`src/rtl/credit_tx_if.sv`:
```
`default_nettype none
// ============================================================================
//  Module      : credit_tx_if
//  Description : Source handshake, link output and credit-return bundle for
//                the credit-based link transmitter.
//  Revision    : 1.0 - initial release
// ============================================================================
interface credit_tx_if #(
    parameter int DATA_W  = 32,
    parameter int CREDITS = 8
);
    localparam int CNT_W = $clog2(CREDITS + 1);

    logic              s_valid;
    logic              s_ready;
    logic [DATA_W-1:0] s_data;
    logic              tx_valid;
    logic [DATA_W-1:0] tx_data;
    logic              cr_ret_valid;
    logic [CNT_W-1:0]  cr_ret_cnt;

    // Transmitter side
    modport master (
        input  s_valid, s_data, cr_ret_valid, cr_ret_cnt,
        output s_ready, tx_valid, tx_data
    );

    // Source / receiver side
    modport slave (
        output s_valid, s_data, cr_ret_valid, cr_ret_cnt,
        input  s_ready, tx_valid, tx_data
    );
endinterface
`default_nettype wire

```
`src/rtl/credit_tx.sv`:
```
`default_nettype none
// ============================================================================
//  Module      : credit_tx
//  Description : Credit-based link transmitter. Forwards ready/valid source
//                words onto a link without backpressure, one word per held
//                credit, and reclaims credits returned by the receiver.
//                An IDLE/ACTIVE/DRAIN machine quiesces the link with all
//                credits home.
//  Revision    : 1.0 - initial release
// ============================================================================
module credit_tx #(
    parameter int DATA_W  = 32,
    parameter int CREDITS = 8,
    localparam int CNT_W  = $clog2(CREDITS + 1)
) (
    input  wire logic       clk,
    input  wire logic       rst,
    input  wire logic       link_en,
    credit_tx_if.master     bus,
    output logic [CNT_W-1:0] credits,
    output logic [CNT_W-1:0] inflight,
    output logic            state_idle,
    output logic            cr_err
);

    localparam logic [1:0] c_ST_IDLE   = 2'd0;
    localparam logic [1:0] c_ST_ACTIVE = 2'd1;
    localparam logic [1:0] c_ST_DRAIN  = 2'd2;

    localparam logic [CNT_W-1:0] c_CREDITS   = CNT_W'(CREDITS);
    localparam logic [CNT_W:0]   c_CREDITS_X = (CNT_W + 1)'(CREDITS);

    logic [1:0]        r_state;
    logic [1:0]        w_state_next;
    logic [CNT_W-1:0]  r_credits;
    logic              r_cr_err;
    logic              r_tx_valid;
    logic [DATA_W-1:0] r_tx_data;
    logic              w_s_ready;
    logic              w_send;
    logic [CNT_W:0]    w_ret;
    logic [CNT_W:0]    w_sum;

    // Source is offered a slot only from registered state, never from s_valid
    assign w_s_ready = (r_state == c_ST_ACTIVE) && (r_credits != '0);
    assign w_send    = bus.s_valid && w_s_ready;

    // One extra bit so an over-return is detectable rather than wrapping
    assign w_ret = bus.cr_ret_valid ? {1'b0, bus.cr_ret_cnt} : '0;
    assign w_sum = {1'b0, r_credits} - {{CNT_W{1'b0}}, w_send} + w_ret;

    // State register
    always_ff @(posedge clk) begin
        if (rst) begin
            r_state <= c_ST_IDLE;
        end else begin
            r_state <= w_state_next;
        end
    end

    // Next-state: re-enable during drain wins over reaching idle
    always_comb begin
        w_state_next = r_state;
        case (r_state)
            c_ST_IDLE: begin
                if (link_en) w_state_next = c_ST_ACTIVE;
            end
            c_ST_ACTIVE: begin
                if (!link_en) w_state_next = c_ST_DRAIN;
            end
            c_ST_DRAIN: begin
                if (link_en) begin
                    w_state_next = c_ST_ACTIVE;
                end else if ((r_credits == c_CREDITS) && !r_tx_valid) begin
                    w_state_next = c_ST_IDLE;
                end
            end
            default: w_state_next = c_ST_IDLE;
        endcase
    end

    // Credit counter: net of send and return, saturating with sticky error
    always_ff @(posedge clk) begin
        if (rst) begin
            r_credits <= c_CREDITS;
            r_cr_err  <= 1'b0;
        end else if (w_sum > c_CREDITS_X) begin
            r_credits <= c_CREDITS;
            r_cr_err  <= 1'b1;
        end else begin
            r_credits <= w_sum[CNT_W-1:0];
        end
    end

    // Single output register; data holds between words
    always_ff @(posedge clk) begin
        if (rst) begin
            r_tx_valid <= 1'b0;
            r_tx_data  <= '0;
        end else begin
            r_tx_valid <= w_send;
            if (w_send) r_tx_data <= bus.s_data;
        end
    end

    assign bus.s_ready  = w_s_ready;
    assign bus.tx_valid = r_tx_valid;
    assign bus.tx_data  = r_tx_data;
    assign credits      = r_credits;
    assign inflight     = c_CREDITS - r_credits;
    assign state_idle   = (r_state == c_ST_IDLE);
    assign cr_err       = r_cr_err;

endmodule
`default_nettype wire

```
`src/flat_wrapper.sv`:
```
// flat-port wrapper written by rule: the top's interface ports become plain ports
module credit_tx_flat 
#(
    parameter int DATA_W  = 32,
    parameter int CREDITS = 8,
    localparam int CNT_W  = $clog2(CREDITS + 1)
)
  (clk, rst, link_en, credits, inflight, state_idle, cr_err, bus_s_valid, bus_s_data, bus_cr_ret_valid, bus_cr_ret_cnt, bus_s_ready, bus_tx_valid, bus_tx_data);
  credit_tx_if #(.DATA_W(DATA_W), .CREDITS(CREDITS)) bus_i ();
  input  wire logic clk;
  input  wire logic rst;
  input  wire logic link_en;
  output logic [CNT_W-1:0] credits;
  output logic [CNT_W-1:0] inflight;
  output logic state_idle;
  output logic cr_err;
  input wire logic [$bits(bus_i.s_valid)-1:0] bus_s_valid;
  input wire logic [$bits(bus_i.s_data)-1:0] bus_s_data;
  input wire logic [$bits(bus_i.cr_ret_valid)-1:0] bus_cr_ret_valid;
  input wire logic [$bits(bus_i.cr_ret_cnt)-1:0] bus_cr_ret_cnt;
  output wire logic [$bits(bus_i.s_ready)-1:0] bus_s_ready;
  output wire logic [$bits(bus_i.tx_valid)-1:0] bus_tx_valid;
  output wire logic [$bits(bus_i.tx_data)-1:0] bus_tx_data;
  assign bus_i.s_valid = bus_s_valid;
  assign bus_i.s_data = bus_s_data;
  assign bus_i.cr_ret_valid = bus_cr_ret_valid;
  assign bus_i.cr_ret_cnt = bus_cr_ret_cnt;
  assign bus_s_ready = bus_i.s_ready;
  assign bus_tx_valid = bus_i.tx_valid;
  assign bus_tx_data = bus_i.tx_data;
  credit_tx #(.DATA_W(DATA_W), .CREDITS(CREDITS)) u_core (.clk(clk), .rst(rst), .link_en(link_en), .bus(bus_i), .credits(credits), .inflight(inflight), .state_idle(state_idle), .cr_err(cr_err));
endmodule
```
`config.mk`:
```
export PLATFORM = sky130hd
export DESIGN_NAME = credit_tx_flat
export DESIGN_NICKNAME = d
export VERILOG_FILES = /design/src/rtl/credit_tx_if.sv /design/src/rtl/credit_tx.sv /design/src/flat_wrapper.sv
export SDC_FILE = /design/constraint.sdc
export NUM_CORES = 1
export LEC_CHECK = 0
export CAP_MARGIN = 15
export CORE_ASPECT_RATIO = 0.8
export CORE_MARGIN = 10
export CORE_UTILIZATION = 40
export CTS_CLUSTER_DIAMETER = 50
export DETAILED_ROUTE_END_ITERATION = 10
export PLACE_DENSITY = 0.86
export REMOVE_ABC_BUFFERS = 1
export SKIP_CTS_REPAIR_TIMING = 1
export SLEW_MARGIN = 25
export SYNTH_ARGS = -nofsm -noshare
export SYNTH_HDL_FRONTEND = slang
export SYNTH_SLANG_ARGS = --single-unit
```
`constraint.sdc`:
```
create_clock -name clk -period 5.9 [get_ports clk]
set_clock_uncertainty 0.05 [all_clocks]
set_input_delay 1.18 -clock clk [delete_from_list [all_inputs] [get_ports clk]]
set_output_delay 1.18 -clock clk [all_outputs]
set_load 0.02 [all_outputs]
```
== After elaboration in Yosys (flattened, before gate mapping) ==
Cells that the tools add are included.
Widths: inputs -> output; s select.

* Output and inout port bits: 44
* Bits in registers: 40
* Bits of input ports: 41

* Equal/unequal tests: 6
* Magnitude comparators: 1
* Add/subtract/negate cells: 3
* Muxes and demuxes: 6
* Reduce and logical (&&, ||, !) cells: 8

{| class="wikitable"
|+ Operator list
! kind !! number
|-
| $mux 2 || 4
|-
| $pmux 2 s3 || 1
|-
| $add 5x5->5 || 1
|-
| $gt 5x4->1 const B || 1
|-
| $sub 4x1->5 || 1
|-
| $eq 4x4->1 const B || 1
|-
| $mux 4 || 1
|-
| $ne 2x2->1 const B || 2
|-
| $reduce_bool 4->1 || 1
|-
| $sub 4x4->4 const A || 1
|-
| $logic_and 1x1->1 || 3
|-
| $ne 3x2->1 const B || 1
|-
| $reduce_and 3->1 || 1
|-
| $eq 2x1->1 const B || 1
|-
| $eq 2x2->1 const B || 1
|-
| $logic_not 2->1 || 1
|-
| $reduce_or 2->1 || 1
|-
| $logic_not 1->1 || 1
|}

== Depth between registers and ports, before layout ==
Gate-level depths: netlist of run 1.

* Word-level depth: 7
* Gate-level depth with buffers: 15
* Depth with buffers taken out: 14

== Least setup slack after synthesis of run 1 ==
Ideal clock, no wire load.

* Path kind: in2reg
* Start point: input port bus_s_valid
* End point: register u_core.r_credits[3], in the netlist u_core.credits[3]
* Required time: 5.723 ns
* Stages: 12
* Arrival time: 3.075 ns
* Path slack: 2.648 ns
* Cell sequence: nand3_4 inv_2 buf_6 ha_1 inv_1 ha_1 inv_1 fa_1 nand2b_1 a21oi_1 xor2_1 or3_1

* Word-level cells in the longest chain between the ends: 5

{| class="wikitable"
|+ RTL lines
! item !! RTL line !! source
|-
| start: declaration || flat_wrapper.sv:17 || <nowiki>input wire logic [$bits(bus_i.s_valid)-1:0] bus_s_valid;</nowiki>
|-
| $logic_and 1x1->1 (*) || credit_tx.sv:46 || <nowiki>assign w_send = bus.s_valid && w_s_ready;</nowiki>
|-
| net u_core.w_send || credit_tx.sv:40 || <nowiki>logic w_send;</nowiki>
|-
| $sub 4x1->5 (*) || credit_tx.sv:50 || <nowiki>assign w_sum = {1'b0, r_credits} - {{CNT_W{1'b0}}, w_send} + w_ret;</nowiki>
|-
| $add 5x5->5 (*) || credit_tx.sv:50 ||
|-
| $gt 5x4->1 || credit_tx.sv:87 || <nowiki>end else if (w_sum > c_CREDITS_X) begin</nowiki>
|-
| $reduce_or 2->1 (no source line) || n/a ||
|-
| end signal: assignment || credit_tx.sv:85 || <nowiki>r_credits <= c_CREDITS;</nowiki>
|-
| end signal: assignment || credit_tx.sv:88 || <nowiki>r_credits <= c_CREDITS;</nowiki>
|-
| end signal: assignment || credit_tx.sv:91 || <nowiki>r_credits <= w_sum[CNT_W-1:0];</nowiki>
|-
| end: declaration || credit_tx.sv:35 || <nowiki>logic [CNT_W-1:0] r_credits;</nowiki>
|}

The timed path passes the listed nets; every way through them passes the cells marked *.
A chain may end at the register's enable or synchronous reset.

== Worst setup path after layout of run 1 ==
* Start point: input port bus_s_valid
* End point: register u_core.r_credits[3], in the netlist u_core.credits[3]

* Word-level cells in the longest chain between the ends: 5

{| class="wikitable"
|+ RTL lines
! item !! RTL line
|-
| $logic_and 1x1->1 (*) || credit_tx.sv:46
|-
| $sub 4x1->5 (*) || credit_tx.sv:50
|-
| $add 5x5->5 (*) || credit_tx.sv:50
|-
| $gt 5x4->1 || credit_tx.sv:87
|-
| $reduce_or 2->1 (no source line) || n/a
|}

Every way passes the cells marked *; elsewhere a longest branch is shown, timed or not.

==> results.cfg, run 1 <==
[sta]
fmax_mhz = 233.9
finalSetupTns_ps = 0
finalSetupViolCount = 0
worst_pin_slew_ps = 537.1
period_minus_slack_ps = 4275
slew_viol_final = 0
hold_viol_final = 0
fin_crit_sh = 0.7245
relSlewSlack = 0.6414
grt_setup_unrepaired = false
hold_slack_ps = 404.1

[die]
io_pins = 85
coreArea_um2 = 4178
initial_core_util = 0.4130
dieArea_um2 = 7357
chipHeight_um = 78.75
rows = 21
die_w_um = 93.43

[global_route]
antenna_found_initial = 0
grt_pass1_vias = 1613
grt_pass1_wl_um = 7548
grt_usage = 0.1265
overflow = 0
grt_start_max_net_pins = 40

[logic_synthesis]
synth_area_um2 = 1725
yosysMostFrequentCell = nand2_1
synthCells = 209
netlist_top_cells_area = dfxtp_1 46%, nand2_1 15%, a21oi_1 9.6%, ha_1 6.5%, buf_6 3.9%
yosys_warnings = 0
ys_seq_area_frac = 0.4641
synth_common_cells = 69 x nand2_1, 40 x dfxtp_1, 33 x a21oi_1, 13 x inv_1, 9 x ha_1
ys_types = 29
synth_ff_type = dfxtp_1
ys_ff_latch = 40
synth_edf_count = 0
syn_avg_cell_area_um2 = 8.256
synth_top_area_frac = 0.4641
async_reset_ff_frac = 0
yosysTopAreaCell = dfxtp_1

[critical_path]
crit_arrival_ps = 4390
endpoint_kind = register
start_kind = input pin
path_class = in -> reg
cp.required_ps = 6020
crit_fanout = 34

[clock_tree]
clock_latency_ps = 280
clk_path_buf_depth = 2
cts.clk_slew.worst_paths_ps = 70
cts-root-buf = clkbuf_8
cts_max_level = 2
cts_tree = done
cts_buffers = 5
clock-sinks = 40

[pwr]
p_leak_nw = 0.9936
peakVddDrop_mv = 0.2101
power_density_nw_per_um2 = 336.3

[routing]
drc_errors = 0
via_per_inst = 4.579
wl_per_cell_um = 13.69
drtIter0Drc = 53
via_count = 1589
routed_wirelength_um = 4749
drtAntennaViolNets = 0
first_pass_iters = 4

[outcome]
run_status = finished, final reports clean

[finish]
drive_above_1_share = 0.03448
post-route-util = 0.6301
insertedDiodeCount = 0
nNetsFinal = 341
synthToLayoutAreaGrowth_pct = 52.57

[worst_hold_path]
hold_class = reg -> reg

[run]
cap_violations = 0

[place]
portBuffers = 84
place.gp.congestion = 0.7686
hpwl_um = 3701
==> power by group <==
part	switching, mW	leakage [nW]	internal (mW)	total [mW]
Combinational	0.208	0.627	0.195	0.403
Sequential	0.0180	0.325	0.296	0.314
Clock	0.0879	0.0410	0.0804	0.168
Total	0.314	0.994	0.572	0.885
==> layout by cell type, fill, tap and decap left out, types with 2 or more instances in the layout <==
cell	n
nor4_1	4
dfxtp_1	40
and2_1	2
nor2_1	6
ha_1	9
a21oi_1	33
nand2_1	69
clkbuf_8	5
xor2_1	3
xnor2_1	3
inv_1	13
clkdlybuf4s50_1	84
==> final cells by class <==
cell class / instances / area, µm²
Clock buffer: 6 / 72.57
Clock inverter: 1 / 5.005
Sequential cell: 40 / 800.8
Multi-Input combinational cell: 144 / 782.0
Timing Repair Buffer: 85 / 848.3
Tap cell: 57 / 71.32
Inverter: 14 / 52.55
Fill cell: 375 / 1545
==> cell families (layout without fill, tap and decap cells) <==
family                     after synthesis  in the layout  synth area share
AOI/OAI and AO/OA                       38             38            0.1175
xor gates and xnor gates                 6              6           0.03046
adders and majority gates               10             10           0.07687
buffers and inverters                   25            106           0.08266
DFF                                     40             40            0.4641
and+or+nand+nor                         90             90            0.2284
==> worst paths after layout <==
check                                      startpoint                             endpoint  slack [ps]  depth (start not counted)
setup / recovery                          bus_s_valid         u_core.credits[3]$_SDFF_PP1_        1630                         12
hold / removal    u_core.bus.tx_data[18]$_SDFFE_PP0P_  u_core.bus.tx_data[18]$_SDFFE_PP0P_         400                          2
setup reg to reg         u_core.credits[0]$_SDFF_PP0_         u_core.credits[3]$_SDFF_PP1_        2040                         14
hold reg to reg   u_core.bus.tx_data[18]$_SDFFE_PP0P_  u_core.bus.tx_data[18]$_SDFFE_PP0P_         400                          2
==> layer usage <==
layer,global-route usage,part of all wire,vias to the layer above
met5,0,0,-
li1,-,-,829
met1,0.1361,0.41,697
met2,0.2111,0.47,56
met4,0.03846,0.016,0
met3,0.06673,0.10,7
==> stage by stage <==
stage,cells,power (mW),instance area [µm²],worst slack (ps)
6_report,347,0.8854,2633,1625
5_1_grt,347,0.9472,2633,1372
4_1_cts,347,0.8944,2633,1609
3_5_place_dp,340,0.7269,2555,1321
3_3_place_gp,340,0.7131,2555,1424
2_1_floorplan,198,0.5577,1635,2319
==> registers in the layout (all words and copies together), names as in the netlist <==
| register | flops |
|---|---|
| u_core.bus.tx_data | 32 |
| u_core.credits | 4 |
| u_core.r_state | 2 |
| u_core.bus.tx_valid | 1 |
| u_core.cr_err | 1 |
==> critical path, stage by stage <==
cell and delay [ps]:
clkdlybuf4s50_1 510, nand3_4 310, inv_2 550, ha_1 330, inv_1 60, ha_1 170, inv_1 60, fa_1 410
nand2b_1 170, a21oi_1 160, xor2_1 150, or3_1 330
Note: power is estimated with default switching activity, not from simulation.
==> inputs of run 2 (changes only) <==
- clock period: 5.9 -> 4.5 ns (I/O delays scaled with it)
==> results.cfg, run 2 (same netlist as run 1, synthesis figures left out) <==
[finish]
nNetsFinal = 342
largest_reg_flops = 32
drive_above_1_share = 0.04795
nFillCells = 359
multi_input_area_um2 = 782.0
ff_latch_area_um2 = 800.8
insertedDiodeCount = 0
layout_common_cells = 83 x clkdlybuf4s50_1, 69 x nand2_1, 40 x dfxtp_1
synthToLayoutAreaGrowth_pct = 54.68
mostFrequentLayoutCell = clkdlybuf4s50_1

[place]
hpwl_um = 3637
place.gp.congestion = 0.7910
portBuffers = 84

[clock_tree]
clk_path_buf_depth = 2
cts_tree = done
cts_buffers = 5
clock_latency_ps = 290
cts-root-buf = clkbuf_8
cts_max_level = 2
cts.clk_slew.worst_paths_ps = 80
clock-sinks = 40

[routing]
via_per_inst = 4.573
drtAntennaViolNets = 0
wl_per_cell_um = 13.58
via_count = 1596
first_pass_iters = 4
routed_wirelength_um = 4739
drc_errors = 0
drtIter0Drc = 62

[run]
cap_violations = 0

[critical_path]
cpLargestDelayFamily = adder cells
slowest_stage = clkdlybuf4s50_1
endpoint_kind = register
path_buf_inv = 4
crit_arrival_ps = 3610
start_kind = input pin
crit_fanout = 34
cp.required_ps = 4600
cp_slowest_stage_delay_ps = 510
path_cells = clkdlybuf4s50_1, nand3_4, inv_2, ha_1, inv_1, ha_1, inv_1, fa_1, nand2b_1, a21oi_1, xor2_1, nor4b_1
path_class = in -> reg

[global_route]
grt_pass1_vias = 1648
overflow = 0
grt_start_max_net_pins = 35
grt_pass1_wl_um = 7866
grt_usage = 0.1300
antenna_found_initial = 0

[sta]
fmax_mhz = 284.7
relSlewSlack = 0.6427
worst_pin_slew_ps = 535.9
slew_viol_final = 0
finalSetupViolCount = 0
hold_viol_final = 0
grt_setup_unrepaired = false
period_minus_slack_ps = 3513
fin_crit_sh = 0.7806
finalSetupTns_ps = 0

[die]
coreArea_um2 = 4178
chipHeight_um = 78.75
die_w_um = 93.43
io_pins = 85
rows = 21
initial_core_util = 0.4130
dieArea_um2 = 7357

[worst_hold_path]
hold_class = reg -> reg

[pwr]
totalPowerFinal_mw = 1.224
p_leak_nw = 1.012
power_density_nw_per_um2 = 458.6
peakVddDrop_mv = 0.2932

[outcome]
run_status = finished, final reports clean
==> run 2: path summary, 6_finish.rpt <==
kind | to | from | depth (start not counted) | slack, ps
setup / recovery | u_core.credits[0]$_SDFF_PP0_ | bus_s_valid | 12 | 990
hold / removal | u_core.bus.tx_data[13]$_SDFFE_PP0P_ | u_core.bus.tx_data[13]$_SDFFE_PP0P_ | 2 | 400
setup reg to reg | u_core.credits[0]$_SDFF_PP0_ | u_core.credits[0]$_SDFF_PP0_ | 14 | 1060
hold reg to reg | u_core.bus.tx_data[13]$_SDFFE_PP0P_ | u_core.bus.tx_data[13]$_SDFFE_PP0P_ | 2 | 400
==> run 2: power breakdown <==
group | switching (mW) | internal (mW) | total (mW)
logic | 0.271 | 0.256 | 0.526
clock network | 0.122 | 0.164 | 0.286
registers | 0.0230 | 0.388 | 0.411
==> run 2: per-stage QoR <==
stage | hold slack [ps] | cells | util | area (µm²) | worst slack [ps]
global route | 425.6 | 349 | 0.6388 | 2669 | 825.6
floorplan | 478.4 | 198 | - | 1635 | 919.3
finish | 404.6 | 349 | 0.6388 | 2669 | 987.4
global placement | 390.4 | 341 | 0.6134 | 2562 | 791.6
detailed placement | 395.7 | 341 | 0.6134 | 2562 | 691.8
CTS | 407.3 | 349 | 0.6400 | 2674 | 982.3
==> run 2: worst reg2reg max path, cell delays in order, from the launching register on <==
cell and delay (ps):
dfxtp_1 350, inv_1 90, ha_1 230, or3b_4 420
nand3_4 330, inv_2 90, ha_1 280, inv_1 60
ha_1 160, inv_1 60, fa_1 410, nand2b_1 160
a21oi_1 150, xor2_1 370, nor4b_1 110
==> run 2: metal layers <==
layer,GRT usage,part of all wire,vias to the layer above
met5,0,0,-
met4,0.03538,0.0059,0
met3,0.07519,0.11,4
met2,0.2111,0.47,50
met1,0.1420,0.41,706
li1,-,-,836
==> run 2: cell type report <==
type                    instances  area share
clock buffers                   5     0.02579
clock inverters                 3     0.01594
inverters                      14     0.01969
multi-input cells             144      0.2930
flip-flops and latches         40      0.3000
well taps                      57     0.02672
repair buffers                 86      0.3188
